`config.mk`:
```
export PLATFORM = sky130hd
export DESIGN_NAME = line_clear_sequencer
export DESIGN_NICKNAME = d
export VERILOG_FILES = /design/src/rtl/line_clear_sequencer.sv
export SDC_FILE = /design/constraint.sdc
export NUM_CORES = 1
export LEC_CHECK = 0
export ABC_AREA = 1
export BUFFER_PORTS_ARGS = -buffer_cell sky130_fd_sc_hd__buf_4
export CORE_MARGIN = 2
export CORE_UTILIZATION = 42
export CTS_CLUSTER_SIZE = 14
export DETAILED_ROUTE_END_ITERATION = 12
export GPL_ROUTABILITY_DRIVEN = 0
export GPL_TIMING_DRIVEN = 0
export PLACE_DENSITY_LB_ADDON = 0.12
export SYNTH_ARGS = -nofsm -noshare
export SYNTH_HDL_FRONTEND = slang
export SYNTH_SLANG_ARGS = --single-unit
export TNS_END_PERCENT = 10
```
`constraint.sdc`:
```
create_clock -name clk -period 1.7 [get_ports clk]
set_input_delay 0.34 -clock clk [delete_from_list [all_inputs] [get_ports clk]]
set_output_delay 0.34 -clock clk [all_outputs]
set_load 0.005 [all_outputs]
```
`src/rtl/line_clear_sequencer.sv`:
```
// line_clear_sequencer: after a block lands, scans the playfield bitmap
// bottom-up, removes full rows, compacts the surviving rows downward and
// zero-fills the rows freed at the top. Owns the bitmap port while busy.
// Optional macro LINE_CLEAR_SCORE_EN adds a saturating score accumulator.
module line_clear_sequencer #(
   parameter int AREA_ROW   = 32,
   parameter int AREA_COL   = 16,
   parameter int ROW_ADDR_W = 5
) (
   input  logic                    clk,
   input  logic                    rstn,          // active-high async reset
   input  logic                    start,
   output logic                    busy,
   output logic                    done,
   output logic [2:0]              cancel_number,
   output logic [ROW_ADDR_W-1:0]   rd_row,
   input  logic [AREA_COL*2-1:0]   rd_data,
   output logic                    wr_en,
   output logic [ROW_ADDR_W-1:0]   wr_row,
   output logic [AREA_COL*2-1:0]   wr_data,
   output logic                    hold_fall
`ifdef LINE_CLEAR_SCORE_EN
   ,
   output logic [9:0]              score
`endif
);

   // Row pointers carry one extra bit so that stepping below row 0 sets the MSB.
   localparam int              PTR_W   = ROW_ADDR_W + 1;
   localparam logic [PTR_W-1:0] TOP_ROW = PTR_W'(AREA_ROW - 1);
   localparam logic [PTR_W-1:0] PTR_ONE = PTR_W'(1);

   typedef enum logic [2:0] {
      S_IDLE,
      S_READ,
      S_EVAL,
      S_FILL,
      S_DONE
   } state_t;

   state_t           r_state, w_state_nxt;
   logic [PTR_W-1:0] r_src, r_dst;
   logic [PTR_W-1:0] w_src_nxt, w_dst_nxt;
   logic [PTR_W-1:0] w_src_dec, w_dst_dec;
   logic [2:0]       r_cnt, w_cnt_nxt, w_cnt_inc;
   logic [2:0]       r_cancel;
   logic             w_full;

   assign w_src_dec = r_src - PTR_ONE;
   assign w_dst_dec = r_dst - PTR_ONE;
   assign w_cnt_inc = (r_cnt == 3'd7) ? r_cnt : r_cnt + 3'd1;

   // A row is full when every 2-bit cell holds a non-zero value.
   always_comb begin
      w_full = 1'b1;
      for (int c = 0; c < AREA_COL; c++) begin
         if (rd_data[2*c +: 2] == 2'b00) w_full = 1'b0;
      end
   end

   // State register.
   always_ff @(posedge clk or posedge rstn) begin
      // NOTE: sequential state is updated with non-blocking assignments so every
      // flop samples pre-edge values regardless of statement order.
      if (rstn) r_state <= S_IDLE;
      else      r_state <= w_state_nxt;
   end

   // Next-state, pointer updates and the bitmap write port.
   always_comb begin
      // NOTE: every signal assigned here gets a default first, so no path
      // through the case can leave one unassigned and infer a latch.
      w_state_nxt = r_state;
      w_src_nxt   = r_src;
      w_dst_nxt   = r_dst;
      w_cnt_nxt   = r_cnt;
      wr_en       = 1'b0;
      wr_row      = '0;
      wr_data     = '0;

      case (r_state)
         S_IDLE: begin
            if (start) begin
               w_state_nxt = S_READ;
               w_src_nxt   = TOP_ROW;
               w_dst_nxt   = TOP_ROW;
               w_cnt_nxt   = 3'd0;
            end
         end

         S_READ: w_state_nxt = S_EVAL;

         S_EVAL: begin
            w_src_nxt = w_src_dec;
            if (w_full) begin
               w_cnt_nxt = w_cnt_inc;
            end else begin
               w_dst_nxt = w_dst_dec;
               // Once a full row has been skipped, survivors move down to dst.
               if (r_dst != r_src) begin
                  wr_en   = 1'b1;
                  wr_row  = r_dst[ROW_ADDR_W-1:0];
                  wr_data = rd_data;
               end
            end
            if (w_src_dec[ROW_ADDR_W])
               w_state_nxt = (w_cnt_nxt != 3'd0) ? S_FILL : S_DONE;
            else
               w_state_nxt = S_READ;
         end

         S_FILL: begin
            wr_en     = 1'b1;
            wr_row    = r_dst[ROW_ADDR_W-1:0];
            w_dst_nxt = w_dst_dec;
            if (w_dst_dec[ROW_ADDR_W]) w_state_nxt = S_DONE;
         end

         S_DONE: w_state_nxt = S_IDLE;

         default: w_state_nxt = S_IDLE;
      endcase
   end

   // Pass datapath registers: scan pointers and full-row counter.
   always_ff @(posedge clk or posedge rstn) begin
      if (rstn) begin
         r_src <= TOP_ROW;
         r_dst <= '0;
         r_cnt <= 3'd0;
      end else begin
         r_src <= w_src_nxt;
         r_dst <= w_dst_nxt;
         r_cnt <= w_cnt_nxt;
      end
   end

   // Hold the row count of the last completed pass.
   always_ff @(posedge clk or posedge rstn) begin
      if (rstn)                   r_cancel <= 3'd0;
      else if (r_state == S_DONE) r_cancel <= r_cnt;
   end

   assign busy          = (r_state != S_IDLE);
   assign hold_fall     = busy;
   assign done          = (r_state == S_DONE);
   // The new count is already visible during the DONE cycle itself.
   assign cancel_number = done ? r_cnt : r_cancel;
   assign rd_row        = r_src[ROW_ADDR_W-1:0];

`ifdef LINE_CLEAR_SCORE_EN
   logic [9:0]  r_score;
   logic [9:0]  w_score_add;
   logic [10:0] w_score_sum;

   // Scoring table lookup for the rows cleared in this pass.
   always_comb begin
      case (r_cnt)
         3'd0:    w_score_add = 10'd0;
         3'd1:    w_score_add = 10'd1;
         3'd2:    w_score_add = 10'd10;
         3'd3:    w_score_add = 10'd66;
         default: w_score_add = 10'd100;
      endcase
      w_score_sum = {1'b0, r_score} + {1'b0, w_score_add};
   end

   // Accumulate in the DONE cycle, saturating at 999.
   always_ff @(posedge clk or posedge rstn) begin
      if (rstn)
         r_score <= 10'd0;
      else if (r_state == S_DONE)
         r_score <= (w_score_sum > 11'd999) ? 10'd999 : w_score_sum[9:0];
   end

   assign score = r_score;
`endif

endmodule
```
==> run_results.csv <==
group,metric,value,unit
cells_and_area,area_growth,50.4,%
sta,report.final.hold_viol_count,0,
worst_setup_path,cp-start-kind,"flop",
placement,place_area,2470,um2
clock_tree,cts_sinks,21,
detailed_routing,drt_iter0_markers,40,
floorplanning,die_y,69.1,um
sta,min_period,2.10,ns
grt,global_route.usage.met2,33.3,%
placement,dp_hpwl,3.63,mm
detailed_routing,drc,0,
grt,grt_usage,19.0,%
logic_synthesis,syn_avg_cell_area,6.75,um2
worst_setup_path,cp.required,1.36,ns
worst_setup_path,crit_path_top_delay_cell,"dfstp_2",
floorplanning,fp.dieW,69.1,um
worst_setup_path,crit_type,"reg -> out",
logic_synthesis,synth_nets,302,
logic_synthesis,ys_seq_area_share,29.8,%
clock_tree,cts_max_path_buffers,2,
status,status,"complete, but fails checks",
clock_tree,holdBufCountCts,0,
worst_setup_path,critPathTopFamily,"flip-flops",
sta,grt_setup_unrepaired,"yes",
cells_and_area,post-route-util,66.5,%
cells_and_area,diodes,0,
worst_setup_path,end_kind,"output port",
sta,skew,0.00124,ns
sta,worst_slew_pin_slew,0.800,ns
worst_setup_path,crit_fanout,10,
power_and_ir_drop,p_leak,1.48,nW
detailed_routing,detail_route.vias_per_cell,4.57,
sta,setup_violations,38,
logic_synthesis,synth_flop_cell,"dfrtp_1",
logic_synthesis,synth_cell_types,31,
clock_tree,insertion_delay,0.26,ns
grt,grt_pass1_vias,1780,
detailed_routing,via_count,1854,
detailed_routing,routed_wl,4.53,mm
power_and_ir_drop,total_power,3.86,mW
logic_synthesis,postSynthCellCount,264,
clock_tree,cts_tree,"built",
placement,io_buffers,83,
sta,fmax,0.476,GHz
clock_tree,h-tree-depth,1,
detailed_routing,antenna_left,0,
status,violations,"setup timing",
worst_hold_path,min_path_type,"in -> async",
worst_setup_path,cp_cell_sequence,"xor2_2 > nor3_2 > a31oi_2 > nand2_4 > buf_6 > nor2_1 > buf_4",
grt,grt-ovfl-total,0,
floorplanning,io_pins,84,
worst_setup_path,arrival,1.76,ns
grt,grt_use_met3,3.22,%
grt,use_met1,23.1,%
grt,grt_pass1_wl,7.61,mm
sta,tns,-14.40,ns
sta,period_share,124,%
sta,max-slew-margin-rel,46.6,%
logic_synthesis,ys_ff_latch,21,
detailed_routing,wl_per_cell,11.2,um
worst_setup_path,cp_num_buf_inv,2,
grt,grt-busiest-layer,"met2",
clock_tree,numCtsBuffers,3,
cells_and_area,fin_cells,406,
run,drv_cap,0,
power_and_ir_drop,powerDensity,1440,nW/um2
cells_and_area,fillerInstances,369,
grt,antenna_found_initial,0,
power_and_ir_drop,peakVddDrop,0.959,mV
floorplanning,die_area,4780,um2
clock_tree,cts-root-buf,"clkbuf_8",
placement,dp.cells,397,
logic_synthesis,syn_area,1780,um2
cells_and_area,final_net_count,395,
floorplanning,rows,23,
sta,setup_slack,-0.403,ns
sta,report.final.slew_viol_count,0,
grt,grt_max_degree,22,
worst_setup_path,cpPeakStageDelay,0.56,ns
cells_and_area,stdcell_area,2680,um2
cells_and_area,layout-drive-gt1-share,51.1,%
logic_synthesis,synth_edf_count,0,
floorplanning,initial_core_util,44.2,%
floorplanning,coreArea,4030,um2
clock_tree,clk_pin_slew,0.07,ns
detailed_routing,drt-pass1-iter-count,4,
logic_synthesis,async_reset_ff_share,100,%
logic_synthesis,ys_warn_count,0,
registers in the layout, summed over array words and instances, names as in the netlist:
signal and flops:
r_cancel 3, r_cnt 3, r_dst 6, r_state 3, r_src 6
what timing repair did:
action                                 in CTS  in global routing
resized for setup                          15                 28
endpoints found under the hold margin       0                  0
setup endpoints to repair                  41                 42
pin swaps                                   3                  6
setup buffers                               5                  0
cells in the mapped netlist (2+ instances only):
cell type  instances  area (um2)
nand2_2            6        37.5
xor2_1             6        52.6
nor2_4             3        33.8
o21ai_0           11        55.1
nand3_1            9        45.0
o22ai_1            2        12.5
nor3_1             3        15.0
a22oi_1            2        15.0
nand2_4            2        22.5
inv_1             54         203
nor2_1            53         199
dfstp_2            5         131
dfrtp_1           16         400
buf_4              6        45.0
buf_6              4        45.0
nor2_2            25         156
ha_1               3        37.5
nand2_1           35         131
inv_2              6        22.5
nand3_2            2        20.0
kinds of logic (layout without fill, tap and decap cells):
family / Yosys count / in the layout / share of synthesized area, %
and+or+nand+nor: 140 / 140 / 38.4
buffers and inverters: 70 / 162 / 17.7
AOI/OAI and AO/OA: 23 / 23 / 8.43
DFF: 21 / 21 / 29.8
xor gates and xnor gates: 6 / 6 / 2.95
adders and majority gates: 3 / 3 / 2.11
muxes: 1 / 1 / 0.562
final cells by class:
class | instances | area [um2] | area share, %
Multi-Input combinational cell | 173 | 1040 | 39.0
Inverter | 60 | 230 | 8.59
Buffer | 10 | 97.6 | 3.64
Clock buffer | 4 | 45.0 | 1.68
Timing Repair Buffer | 88 | 664 | 24.8
Tap cell | 50 | 62.6 | 2.34
Sequential cell | 21 | 534 | 19.9
placed cells by master (no fill, tap or decap), drive strengths merged:
cell     count
a211oi       1
o211ai       1
a32oi        1
nand3       12
o32ai        1
xor2         6
a22oi        2
dfstp        5
mux2i        1
a21oi        1
a31oi        1
o21ai       12
clkbuf       4
nor2        81
ha           3
o22ai        2
nor3         3
or2          1
dfrtp       16
buf         98
inv         60
nand2       43
o2bb2ai      1
metrics by stage:
| step | hold slack, ns | setup WS, ns |
|---|---|---|
| after floorplan | 0.313 | 0.0650 |
| after global placement | 0.467 | -0.256 |
| after detailed placement | 0.482 | -0.259 |
| after CTS | 0.262 | -0.417 |
| after global routing | 0.313 | -0.502 |
| final | 0.232 | -0.403 |
routing by layer:
layer	wire length, um	part of all wire (%)
met1	1910	42
met2	2270	50
met3	280	6.2
met4	77	1.7
met5	0	0
report_power, final:
part	leakage, nW	total [mW]	switching (mW)	internal [mW]
clock network	0.0228	0.327	0.160	0.167
logic	1.22	2.70	1.38	1.32
registers	0.245	0.827	0.156	0.671
total	1.48	3.86	1.70	2.16
path summary, 6_finish.rpt:
| check | startpoint | endpoint | slack (ns) | depth (start not counted) |
|---|---|---|---|---|
| setup / recovery | r_src[1] | wr_data[30] | -0.40 | 7 |
| hold / removal | rstn | r_dst[4] | 0.23 | 2 |
| setup reg to reg | r_src[1] | r_state[0] | 0.03 | 11 |
| hold reg to reg | r_cancel[0] | r_cancel[0] | 0.47 | 2 |
| max in group asynchronous | rstn | r_state[2] | 0.92 | 2 |
| min in group clk | r_cancel[0] | r_cancel[0] | 0.47 | 2 |
worst register-to-register path: stages (launching register included):
cell and delay (ns):
dfstp_2 0.56, buf_4 0.12, inv_1 0.06, nand3_1 0.12, nor2_1 0.06, nand2_1 0.12
xor2_2 0.21, nand3_2 0.12, nand2_1 0.07, nand2_1 0.04, nand2_1 0.05, nand2_1 0.04
No activity file was read; power rests on OpenSTA's default activity.
